--- src/rtl/s27_pkg.sv ---
// Shared types and the combinational s27 next-state function for s27_array.
package s27_pkg;

  // State bits held by one s27 channel.
  localparam int S27_SW = 3;

  // One channel's state; g5 sits first on the scan chain, g7 last.
  typedef struct packed {
    logic g5;
    logic g6;
    logic g7;
  } s27_state_t;

  // Next state together with the combinational G17 value.
  typedef struct packed {
    s27_state_t nxt;
    logic       g17c;
  } s27_result_t;

  // What a channel does on the coming clock edge, highest priority first.
  typedef enum logic [1:0] {
    OP_RESET,
    OP_SHIFT,
    OP_FUNC,
    OP_HOLD
  } s27_op_t;

  // Original s27 gate network: current state plus inputs give next state and G17.
  function automatic s27_result_t s27_next(input s27_state_t st,
                                           input logic g0,
                                           input logic g1,
                                           input logic g2,
                                           input logic g3);
    logic n13;
    logic n15;
    logic n16;
    logic n17;
    logic g11;
    s27_result_t r;
    n13        = ~st.g6;
    n17        = ~g0 & st.g6;
    n16        = ~(n17 | g3);
    n15        = (g0 | n13) & (st.g7 | g1);
    g11        = ~(st.g5 | n15 | n16);
    r.g17c     = ~g11;
    r.nxt.g5   = r.g17c & g0;
    r.nxt.g6   = g11;
    r.nxt.g7   = ~g2 & (g1 | st.g7);
    return r;
  endfunction

endpackage

--- src/rtl/s27_array_core.sv ---
// One s27 channel: state register with scan, G17 output path and a
// saturating counter of G17 rising edges.
module s27_core
  import s27_pkg::*;
#(
  parameter int CNT_W   = 8,
  parameter int REG_OUT = 0
) (
  input  logic             ck,
  input  logic             rst,
  input  logic             en,
  input  logic             se,
  input  logic             si,
  input  logic             cnt_clr,
  input  logic             g0,
  input  logic             g1,
  input  logic             g2,
  input  logic             g3,
  output logic             so,
  output logic             g17,
  output logic [CNT_W-1:0] cnt
);

  localparam logic [CNT_W-1:0] CNT_MAX = '1;

  s27_state_t  state_q;
  s27_result_t res;
  s27_op_t     op;
  logic        g17_q;
  logic        rise;

  assign res = s27_next(state_q, g0, g1, g2, g3);

  // Resolve the control inputs into one operation: reset, then scan, then enable.
  always_comb begin
    op = OP_HOLD;
    if (rst) begin
      op = OP_RESET;
    end else if (se) begin
      op = OP_SHIFT;
    end else if (en) begin
      op = OP_FUNC;
    end
  end

  // Channel state: cleared, shifted one place along the chain, or loaded functionally.
  always_ff @(posedge ck) begin
    unique case (op)
      OP_RESET: state_q <= '0;
      OP_SHIFT: state_q <= '{g5: si, g6: state_q.g5, g7: state_q.g6};
      OP_FUNC:  state_q <= res.nxt;
      default:  state_q <= state_q;
    endcase
  end

  // Previous G17 value; it is also the registered G17 output since both load identically.
  always_ff @(posedge ck) begin
    if (op == OP_RESET) begin
      g17_q <= 1'b1;
    end else if (op == OP_FUNC) begin
      g17_q <= res.g17c;
    end
  end

  assign rise = (op == OP_FUNC) && res.g17c && !g17_q;

  // Edge counter: clear beats an increment, and it sticks at all ones.
  always_ff @(posedge ck) begin
    if (rst) begin
      cnt <= '0;
    end else if (cnt_clr) begin
      cnt <= '0;
    end else if (rise && (cnt != CNT_MAX)) begin
      cnt <= cnt + CNT_W'(1);
    end
  end

  assign so  = state_q.g7;
  assign g17 = (REG_OUT != 0) ? g17_q : res.g17c;

endmodule

--- src/rtl/s27_array.sv ---
// NCH independent s27 channels on one clock, joined into a single scan chain.
module s27_array
  import s27_pkg::*;
#(
  parameter int NCH     = 4,
  parameter int CNT_W   = 8,
  parameter int REG_OUT = 0
) (
  input  logic                 CK,
  input  logic                 RST,
  input  logic                 EN,
  input  logic                 SE,
  input  logic                 SI,
  output logic                 SO,
  input  logic [NCH-1:0]       G0,
  input  logic [NCH-1:0]       G1,
  input  logic [NCH-1:0]       G2,
  input  logic [NCH-1:0]       G3,
  input  logic                 CNT_CLR,
  output logic [NCH-1:0]       G17,
  output logic [NCH*CNT_W-1:0] EDGE_CNT
);

  // scan[c] feeds channel c; scan[NCH] is the last channel's G7.
  logic [NCH:0] scan;

  assign scan[0] = SI;

  for (genvar c = 0; c < NCH; c++) begin : g_ch
    s27_core #(
      .CNT_W   (CNT_W),
      .REG_OUT (REG_OUT)
    ) u_core (
      .ck      (CK),
      .rst     (RST),
      .en      (EN),
      .se      (SE),
      .si      (scan[c]),
      .cnt_clr (CNT_CLR),
      .g0      (G0[c]),
      .g1      (G1[c]),
      .g2      (G2[c]),
      .g3      (G3[c]),
      .so      (scan[c+1]),
      .g17     (G17[c]),
      .cnt     (EDGE_CNT[c*CNT_W +: CNT_W])
    );
  end

  assign SO = scan[NCH];

endmodule

--- config.mk ---
export PLATFORM = sky130hd
export DESIGN_NAME = s27_array
export DESIGN_NICKNAME = d
export VERILOG_FILES = /design/src/rtl/s27_pkg.sv /design/src/rtl/s27_array_core.sv /design/src/rtl/s27_array.sv
export SDC_FILE = /design/constraint.sdc
export NUM_CORES = 1
export LEC_CHECK = 0
export ABC_CLOCK_PERIOD_IN_PS = 2300
export CAP_MARGIN = 20
export CORE_ASPECT_RATIO = 1.5
export CORE_MARGIN = 5
export CORE_UTILIZATION = 50
export CTS_CLUSTER_DIAMETER = 60
export DETAILED_ROUTE_END_ITERATION = 6
export GPL_TIMING_DRIVEN = 0
export PLACE_DENSITY_LB_ADDON = 0.25
export REMOVE_ABC_BUFFERS = 1
export SLEW_MARGIN = 20
export SYNTH_ARGS = -nofsm -noshare
export SYNTH_HDL_FRONTEND = slang
export SYNTH_SLANG_ARGS = --single-unit
--- constraint.sdc ---
create_clock -name CK -period 2.3 [get_ports CK]
set_input_delay 0.46 -clock CK [delete_from_list [all_inputs] [get_ports CK]]
set_output_delay 0.46 -clock CK [all_outputs]
set_load 0.005 [all_outputs]
Yosys cells after proc, flatten, opt, wreduce, memory -nomap -nowiden
Cells that the tools add are included.
{"block": "word_totals", "output_inout_bits": 37, "elab_cells": 112, "inputBits": 22, "regBits": 48}
{"block": "op_classes", "bitwise_logic": 56, "n_eq_ne": 6, "n_reduce_logical": 19, "n_mux": 7, "addsub": 4}
{"operator": "$pmux 3 s3", "n": 4}
{"operator": "$add 8x1->8 const B", "n": 4}
{"operator": "$ne 8x8->1 const B", "n": 4}
{"operator": "$not 1->1", "n": 20}
{"operator": "$or 1x1->1", "n": 20}
{"operator": "$and 1x1->1", "n": 16}
{"operator": "$logic_and 1x1->1", "n": 12}
{"operator": "$logic_not 1->1", "n": 4}
{"operator": "$mux 2", "n": 2}
{"operator": "$reduce_bool 3->1", "n": 1}
{"operator": "$eq 2x1->1 const B", "n": 1}
{"operator": "$eq 2x2->1 const B", "n": 1}
{"operator": "$logic_not 2->1", "n": 1}
{"operator": "$reduce_or 2->1", "n": 1}
{"operator": "$mux 1", "n": 1}

Longest topological paths before layout
Gate-level depths: netlist of the first run.
{"block": "logic_depth", "word_depth": 8, "depth_mapped": 6, "ltp_nobuf": 5}

Hierarchy
From an unflattened synthesis of the first run, not the netlist that was laid out.
{"block": "unflattened", "hier_cells": 280, "hier_area_um2": 2617.5}
{"module": "s27_core", "seq_area_each_um2": 270.3, "cells_each": 70, "area_each_um2": 654.4, "instances": 4}

Least setup slack after synthesis of the first run
No wires, ideal clock.
{"block": "synth_timing", "path_kind": "input to register", "start": "in SE", "end": "reg g_ch[0].u_core.cnt[5]", "cell_stages": 6, "path_slack_ps": 174, "n_path_buf": 2, "setup_time_ps": 70, "arrival_ps": 2056, "t_required_ps": 2230, "path_cell_list": "or3b_1 buf_6 or3_4 buf_6 or4_1 a21oi_1"}
{"block": "synth_via", "elab_chain_len": 6}
{"element": "start, declared", "line_no": "s27_array.sv:12", "rtl": "input logic SE,"}
{"element": "$mux 2", "line_no": "s27_array_core.sv:39", "rtl": "end else if (se) begin"}
{"element": "$mux 2", "line_no": "s27_array_core.sv:37", "rtl": "if (rst) begin"}
{"element": "$eq 2x2->1", "line_no": "s27_array_core.sv:65", "rtl": "assign rise = (op == OP_FUNC) && res.g17c && !g17_q;"}
{"element": "$logic_and 1x1->1 (2 in a row)", "line_no": "s27_array_core.sv:65"}
{"element": "$logic_and 1x1->1", "line_no": "s27_array_core.sv:73", "rtl": "end else if (rise && (cnt != CNT_MAX)) begin"}
{"element": "end signal, assigned", "line_no": "s27_array_core.sv:74", "rtl": "cnt <= cnt + CNT_W'(1);"}
{"element": "end, declared", "line_no": "s27_array_core.sv:21", "rtl": "output logic [CNT_W-1:0] cnt"}
No other way between the ends.
A chain may end at the register's enable or synchronous reset.

Final worst setup path of the first run
{"block": "layout_timing", "start": "in G3[1]", "end": "out G17[1]"}
{"block": "layout_via", "elab_chain_len": 3}
{"element": "start, declared", "line_no": "s27_array.sv:18", "rtl": "input logic [NCH-1:0] G3,"}
{"element": "$or 1x1->1", "line_no": "s27_pkg.sv:42", "rtl": "n16 = ~(n17 | g3);"}
{"element": "$not 1->1", "line_no": "s27_pkg.sv:42"}
{"element": "$or 1x1->1", "line_no": "s27_pkg.sv:44", "rtl": "g11 = ~(st.g5 | n15 | n16);"}
{"element": "end, declared", "line_no": "s27_array.sv:20", "rtl": "output logic [NCH-1:0] G17,"}
No other way between the ends.

==> impl_metrics.yaml, run 1 <==
run_status:
  outcome: "completed"
floorplanning:
  start_util_pct: 51.85
  die_area_um2: 6574
  die_h_um: 96.84
  row_count: 31
  coreArea_um2: 4848
  top_level_ports: 59
  die_width_um: 67.89
setup_path:
  slowest_delay_ns: 0.48
  arrival_ns: 1.81
  critPathBufInv: 3
  worstPathCellList: "clkdlybuf4s50_1 -> or4b_4 -> nand2_2 -> inv_1 -> dlygate4sd2_1"
  crit_family: "buffers and inverters"
  worstSetupEndpointType: "output pin"
  cp.required_ns: 1.84
  cp-start-kind: "input port"
  worstSetupPathType: "in -> out"
  critPathSlowestCell: "clkdlybuf4s50_1"
  critPathMaxFanout: 2
cells_and_area:
  nNetsFinal: 367
  layout_common_cells: "50 x clkdlybuf4s50_1, 36 x dfxtp_1, 24 x nand2_1, 18 x nor2_1, 18 x a21oi_1"
  areaGrowthSynthToFinish_pct: 33.45
  utilization_pct: 69.19
  finalNonFillerCells: 408
  nFillCells: 381
  diodes: 0
  stdcell_area_um2: 3354
  final_common_cell: "clkdlybuf4s50_1"
  multiInputGateArea_um2: 1385
  drive_above_1_share_pct: 10.23
  seq_area_um2: 1081
clock_network:
  cts.hold.buffers_added: 0
  cts.sinks: 48
  cts-buffers-inserted: 5
  cts_tree: "done"
  insertion_delay_ns: 0.30
  cts_root_buf: "clkbuf_8"
  cts.path.max_buffers: 2
  path_clk_slew_ns: 0.08
  ctsHtreeMaxLevel: 2
route:
  drt-initial-drc-count: 109
  routed_wl_um: 6495
  drtAntennaViolNets: 0
  avgViaCountPerCell: 6.105
  wire_per_inst_um: 15.92
  dr.pass1.iters: 4
  drc: 0
  vias: 2491
logic_synthesis:
  synth_compound_area_share_pct: 21.85
  synth-seq-area-share_pct: 43.01
  ys.flop_type: "dfxtp_1"
  muxShareOfSynthArea_pct: 0.7964
  yosysUniqueCellTypes: 51
  yosysWarnings: 0
  synth_top_family_by_area: "simple AND/OR/NAND/NOR gates"
  synthXorXnorAreaFrac_pct: 0
  synth_edf_count: 12
  syn_avg_cell_area_um2: 8.945
  synth-simple-area-share_pct: 27.58
  syn_area_um2: 2514
  async_flop_share_pct: 0
  yosys.area_share.adder_pct: 1.991
  yosys.area.top_type: "dfxtp_1"
  ys_seq_elements: 48
  netlist_top_cells_area: "dfxtp_1 29%, edfxtp_1 14%, o31ai_1 4.2%"
  postSynthCellCount: 281
  synth_top_area_share_pct: 28.67
global_routing:
  antenna_found_initial: 0
  grt_pass1_vias: 2295
  grt-ovfl-total: 0
  track_usage_pct: 19.89
  grt_pass1_wl_um: 10470
  grt_max_degree: 28
flow_run:
  drv_cap: 0
timing:
  skew_ns: 0.009973
  final.setup.worst_slack_ns: 0.03454
  setup-violations-final: 0
  slew_viol_final: 0
  post-route-min-period_ns: 2.265
  relSlewSlack_pct: 33.40
  fmax_mhz: 441.4
  tightestPinTransition_ns: 0.9885
  final-hold-violation-count: 0
  fin_crit_sh_pct: 98.50
power_and_ir_drop:
  power_uw: 1680
  ir_drop_mv: 0.4797
  p_leak_uw: 0.001201
  power.density_nw_per_um2: 500.9
place:
  place.gp.congestion: 0.7620
  dpl_cell_area_um2: 3083
  dp.cells: 388
  pre_cts_slack_ns: -1.097
  dp_hpwl_um: 4519
  portBuffers: 58
worst_hold_path:
  hp-class: "reg -> reg"
==> power breakdown <==
group	total, uW	switching, uW	leakage (uW)	internal [uW]
registers	908	21.1	0.000429	887
clock network	601	276	0.0000524	326
logic	171	83.0	0.000719	87.8
total	1680	380	0.00120	1300
==> path summary, 6_finish.rpt <==
path / start / endpoint / slack, ns / cells past startpoint
setup / recovery: G3[1] / G17[1] / 0.03 / 5
setup reg to reg: g_ch[0].u_core.cnt[0] / g_ch[0].u_core.cnt[3] / 0.27 / 5
hold reg to reg: g_ch[1].u_core.g17_q / g_ch[1].u_core.g17_q / 0.47 / 1
hold / removal: g_ch[1].u_core.g17_q / g_ch[1].u_core.g17_q / 0.47 / 1
==> Yosys cell counts (5+ instances only) <==
cell,count
nand3_1,12
edfxtp_1,12
dfxtp_1,36
nand4_1,5
clkbuf_1,10
a21oi_1,18
a31oi_1,8
or3_1,7
nand2_1,26
o21ai_0,14
nor3_1,6
and3_1,9
inv_1,7
nor2_1,18
or4_1,10
o31ai_1,14
==> layer usage <==
layer	vias up	global-route usage, %	wire (um)
met3	10	4.635	366
met1	1191	22.21	2438
met2	87	36.08	3617
met5	-	0	0
li1	1203	-	-
met4	0	5.513	72
==> state kept, by name, indices dropped and copies added, names as in the netlist <==
name / count
g_ch.u_core.g17_q: 4
g_ch.u_core.cnt: 32
g_ch.u_core.so: 4
g_ch.u_core.state_q: 8
==> per-stage QoR <==
| stage | hold WS, ns | TNS, ns |
|---|---|---|
| after CTS | 0.4658 | 0 |
| after detailed placement | 0.4468 | -23.79 |
| after floorplan | 0.4261 | 0 |
| after global placement | 0.4353 | -22.67 |
| after global routing | 0.4941 | -0.001537 |
| final | 0.4693 | 0 |
==> final cells by class <==
cell class / instances / share of cell area, %
Sequential cell: 48 / 32.23
Clock buffer: 7 / 2.275
Timing Repair Buffer: 70 / 20.07
Inverter: 7 / 0.7833
Clock inverter: 1 / 0.8952
Multi-Input combinational cell: 209 / 41.29
Tap cell: 66 / 2.462
==> cells by family after synthesis <==
family | Yosys count
AO/OA/AOI/OAI | 81
adder cells (fa/ha/maj) | 4
buffers and inverters | 24
flip-flops | 48
multiplexers | 2
AND/OR/NAND/NOR | 122
==> worst reg2reg max path, cell delays in order (launching register included) <==
cell	delay, ns
dfxtp_1	0.42
ha_1	0.28
nand3_1	0.13
o21ai_0	0.79
or4_1	0.22
a21oi_1	0.06
==> repair_timing <==
action | 4_1_cts | 5_1_grt
setup buffers | 7 | 5
endpoints found under the setup margin | 36 | 8
gates resized for setup | 17 | 9
pin swaps | 7 | 1
(Power assumes the default switching activity.)
==> run 2, diff against run 1 <==
--- a/config.mk
+++ b/config.mk
@@ -8,7 +8,7 @@
 export ABC_CLOCK_PERIOD_IN_PS = 2300
 export CAP_MARGIN = 20
 export CORE_ASPECT_RATIO = 1.5
-export CORE_MARGIN = 5
+export CORE_MARGIN = 4
 export CORE_UTILIZATION = 50
 export CTS_CLUSTER_DIAMETER = 60
 export DETAILED_ROUTE_END_ITERATION = 6
==> run 2 against run 1 <==
  * Register-to-register slack better by 0.09 ns
  * Flip-flop and latch count is the same
  * Sequential share of layout area shrank 0.29 points
  * First-iteration DRC count is 55% higher
  * Via count decreased by 0.24%
  * Hold slack got worse by 0.010 ns
  * Critical path depth unchanged
  * Clock skew about the same
  * Critical endpoint is now G17[2]
==> impl_metrics.yaml, run 2 (synthesis gave the netlist of run 1 again) <==
setup_path:
  arrival_ns: 1.79
  cp_num_cells: 5
  worstPathCellList: "clkdlybuf4s50_1 -> or4b_4 -> nand2_4 -> inv_1 -> dlygate4sd2_1"
  worstSetupEndpointType: "output pin"
  crit_family: "buffers and inverters"
  r2r_cells: 5
  critPathMaxFanout: 2
  cp-startpoint: "G3[2]"
  cp-start-kind: "input port"
  worstSetupPathType: "in -> out"
  critPathSlowestCell: "or4b_4"
  critPathBufInv: 3
  slowest_delay_ns: 0.49
  cp.required_ns: 1.84
  r2r_start: "g_ch[0].u_core.cnt[0]"
place:
  dp_hpwl_um: 4510
  dp.cells: 388
  place.gp.congestion: 0.8391
  pre_cts_slack_ns: -1.107
  portBuffers: 58
route:
  wire_per_inst_um: 15.99
  dr.pass1.iters: 4
  drtAntennaViolNets: 0
  drt-initial-drc-count: 169
  routed_wl_um: 6573
  drc: 0
  vias: 2485
  avgViaCountPerCell: 6.046
floorplanning:
  die_area_um2: 6249
  coreArea_um2: 4848
  top_level_ports: 59
  start_util_pct: 51.85
  row_count: 31
  die_h_um: 94.84
  die_width_um: 65.89
power_and_ir_drop:
  power_uw: 1684
  p_leak_uw: 0.001228
  power.density_nw_per_um2: 497.5
  ir_drop_mv: 0.5126
cells_and_area:
  diodes: 0
  final_common_cell: "clkdlybuf4s50_1"
  reg_top3: "g_ch.u_core.cnt (32), g_ch.u_core.state_q (8)"
  areaGrowthSynthToFinish_pct: 34.64
  finalNonFillerCells: 411
  top_register: "g_ch.u_core.cnt"
  largest_reg_flops: 32
  nNetsFinal: 370
  layout_common_cells: "49 x clkdlybuf4s50_1, 36 x dfxtp_1, 24 x nand2_1, 18 x a21oi_1, 17 x nor2_1"
  drive_above_1_share_pct: 11.59
  nFillCells: 400
worst_hold_path:
  min-delay-start: "g_ch[1].u_core.g17_q"
  hp-class: "reg -> reg"
  holdPathStages: 1
timing:
  final-hold-violation-count: 0
  slew_viol_final: 0
  setup-tns-final_ns: 0
  fmax_mhz: 444.4
  post-route-min-period_ns: 2.250
  fin_crit_sh_pct: 97.84
  final.setup.worst_slack_ns: 0.04969
  tightestPinTransition_ns: 0.9091
  skew_ns: 0.009890
  relSlewSlack_pct: 38.75
  setup-violations-final: 0
clock_network:
  cts.hold.buffers_added: 0
  path_clk_slew_ns: 0.08
  insertion_delay_ns: 0.30
  ctsHtreeMaxLevel: 2
  cts.sinks: 48
  cts_root_buf: "clkbuf_8"
  cts.path.max_buffers: 2
  cts_tree: "done"
  cts-buffers-inserted: 5
global_routing:
  grt_pass1_wl_um: 10770
  track_usage_pct: 21.66
  grt_max_degree: 28
  grt-ovfl-total: 0
  grt_pass1_vias: 2351
  antenna_found_initial: 0
run_status:
  outcome: "completed"
flow_run:
  drv_cap: 0
==> run 2: cell types whose count changed in the layout (fill, tap and decap cells not counted), sizes merged, moves of 2 or more <==
cell           delta
dlygate4sd2       -2
buf               +4
clkbuf            -2
clkdlybuf4s15     +2
==> run 2: layer usage <==
layer | GRT usage (%) | share of wire [%]
met5 | 0 | 0
met1 | 24.87 | 39
met2 | 38.41 | 54
met4 | 8.651 | 2.1
met3 | 4.524 | 4.8
==> run 2: power breakdown <==
group | switching [uW] | internal [uW] | leakage, uW
Clock | 277 | 323 | 0.0000552
Combinational | 85.4 | 91.0 | 0.000744
Sequential | 20.5 | 887 | 0.000429
Total | 383 | 1300 | 0.00123
==> run 2: metrics by stage <==
step	instance area, um2	hold WS [ns]	utilization, %
global placement	3083	0.4356	63.59
finish	3385	0.4589	69.81
global route	3385	0.5089	69.81
detailed placement	3083	0.4424	63.59
CTS	3299	0.4631	68.05
floorplan	2420	0.4261	-
==> run 2: layout make-up <==
cell class / instances / area, um2 / area share [%]
Inverter: 7 / 26.28 / 0.7763
Sequential cell: 48 / 1081 / 31.94
Multi-Input combinational cell: 209 / 1384 / 40.89
Clock buffer: 6 / 72.57 / 2.144
Clock inverter: 2 / 35.03 / 1.035
Tap cell: 66 / 82.58 / 2.440
Timing Repair Buffer: 73 / 703.2 / 20.78
==> run 2: final timing paths <==
| path | endpoint | slack (ns) |
|---|---|---|
| worst max-delay path | G17[2] | 0.05 |
| worst min-delay path | g_ch[1].u_core.g17_q | 0.46 |
| worst max register to register | g_ch[0].u_core.cnt[1] | 0.36 |
| worst min register to register | g_ch[1].u_core.g17_q | 0.46 |
==> run 2: what timing repair did <==
item / CTS / global route
gates resized for setup: 17 / 12
pin swaps: 6 / 6
hold endpoints to repair: 0 / 0
setup endpoints to repair: 36 / 8
cloned: 0 / 0
buffers inserted: 8 / 7
==> run 3, diff against run 2 <==
--- a/config.mk
+++ b/config.mk
@@ -12,9 +12,10 @@
 export CORE_UTILIZATION = 50
 export CTS_CLUSTER_DIAMETER = 60
 export DETAILED_ROUTE_END_ITERATION = 6
-export GPL_TIMING_DRIVEN = 0
+export GPL_TIMING_DRIVEN = 1
 export PLACE_DENSITY_LB_ADDON = 0.25
 export REMOVE_ABC_BUFFERS = 1
+export SETUP_SLACK_MARGIN = 0.02
 export SLEW_MARGIN = 20
 export SYNTH_ARGS = -nofsm -noshare
 export SYNTH_HDL_FRONTEND = slang
==> run 3 against run 2 <==
  * Non-clock buffer count up 14
  * Wire length up 7.7%
  * Flip-flop and latch count unchanged
  * Critical endpoint is now G17[1]
  * Largest cell class unchanged
  * Largest power group unchanged
==> impl_metrics.yaml, run 3 (synthesis gave the netlist of run 1 again) <==
route:
  drtAntennaViolNets: 0
  routed_wl_um: 7076
  wire_per_inst_um: 16.65
  avgViaCountPerCell: 6.052
  drt-initial-drc-count: 204
  dr.pass1.iters: 4
  drc: 0
  vias: 2572
setup_path:
  arrival_ns: 1.79
  worstPathCellList: "clkdlybuf4s50_1 -> or4b_4 -> nand2_2 -> inv_1 -> dlygate4sd2_1"
  worstSetupEndpointType: "output pin"
  critPathSlowestCell: "or4b_4"
  critPathMaxFanout: 2
  worstSetupPathType: "in -> out"
  cp_num_cells: 5
  critPathBufInv: 3
  slowest_delay_ns: 0.48
  r2r_cells: 5
  cp.required_ns: 1.84
  crit_family: "buffers and inverters"
  cp-start-kind: "input port"
timing:
  final.setup.worst_slack_ns: 0.04648
  skew_ns: 0.006001
  setup-tns-final_ns: 0
  setup-violations-final: 0
  fin_crit_sh_pct: 97.98
  relSlewSlack_pct: 39.72
  final-hold-violation-count: 0
  post-route-min-period_ns: 2.254
  slew_viol_final: 0
  rsz0062_at_grt: "no"
  tightestPinTransition_ns: 0.9024
  fmax_mhz: 443.7
  holdWs_ns: 0.4689
place:
  portBuffers: 58
  dp_hpwl_um: 5199
  place.gp.congestion: 0.8406
  pre_cts_slack_ns: -0.4113
floorplanning:
  start_util_pct: 51.85
  die_width_um: 65.89
  top_level_ports: 59
  row_count: 31
  coreArea_um2: 4848
  die_area_um2: 6249
  die_h_um: 94.84
clock_network:
  cts-buffers-inserted: 5
  cts_tree: "done"
  cts.sinks: 48
  path_clk_slew_ns: 0.08
  cts.path.max_buffers: 2
  cts_root_buf: "clkbuf_8"
  insertion_delay_ns: 0.30
  ctsHtreeMaxLevel: 2
worst_hold_path:
  holdPathStages: 1
  hp-class: "reg -> reg"
cells_and_area:
  drive_above_1_share_pct: 14.21
  top_register: "g_ch.u_core.cnt"
  final_common_cell: "clkdlybuf4s50_1"
  seq_area_um2: 1081
  nNetsFinal: 384
  nFillCells: 379
  reg_top3: "g_ch.u_core.cnt (32), g_ch.u_core.state_q (8)"
  multiInputGateArea_um2: 1365
  areaGrowthSynthToFinish_pct: 37.73
  layout_common_cells: "52 x clkdlybuf4s50_1, 36 x dfxtp_1, 27 x buf_4, 24 x nand2_1"
  largest_reg_flops: 32
  diodes: 0
power_and_ir_drop:
  power.density_nw_per_um2: 459.5
  power_uw: 1591
  ir_drop_mv: 0.3214
  p_leak_uw: 0.001266
flow_run:
  drv_cap: 0
run_status:
  outcome: "completed"
global_routing:
  grt_pass1_wl_um: 11430
  track_usage_pct: 23.30
  grt-ovfl-total: 0
  antenna_found_initial: 0
  grt_pass1_vias: 2559
  grt_max_degree: 17
[run 3: cell type report]
type,instances,area share (%)
repair buffers,87,23.82
well taps,66,2.385
multi-input cells,209,39.43
inverters,7,0.7589
flip-flops and latches,48,31.23
clock inverters,3,0.3975
clock buffers,5,1.988
[run 3: power breakdown]
part           total (uW)  internal, uW  switching (uW)
logic                 202           111            91.4
registers             906           887            19.5
clock network         483           207             276
total                1590          1200             386
[run 3: worst paths after layout]
kind	start	endpoint	slack (ns)
hold / removal	g_ch[1].u_core.g17_q	g_ch[1].u_core.g17_q	0.47
setup reg to reg	g_ch[3].u_core.cnt[0]	g_ch[3].u_core.cnt[1]	0.44
hold reg to reg	g_ch[1].u_core.g17_q	g_ch[1].u_core.g17_q	0.47
setup / recovery	G3[1]	G17[1]	0.05
[run 3: what timing repair did]
action                                 CTS  global route
setup endpoints to repair                4             4
endpoints found under the hold margin    0             0
hold buffers                             0             0
gates resized for setup                 13             8
buffers inserted                         0             1
pin swaps                                4             2
[run 3: metrics by stage]
| step | cells | area [um2] | util, % |
|---|---|---|---|
| floorplan | 264 | 2420 | - |
| global placement | 416 | 3318 | 68.44 |
| detailed placement | 416 | 3318 | 68.44 |
| CTS | 424 | 3427 | 70.68 |
| global route | 425 | 3462 | 71.41 |
| finish | 425 | 3462 | 71.41 |
[run 3: per-layer routing]
layer	vias to the layer above	GRT usage, %	wire length [um]
met5	-	0	0
met4	0	9.343	114
met3	13	4.048	294
met2	79	44.02	3964
met1	1242	24.85	2702
li1	1238	-	-
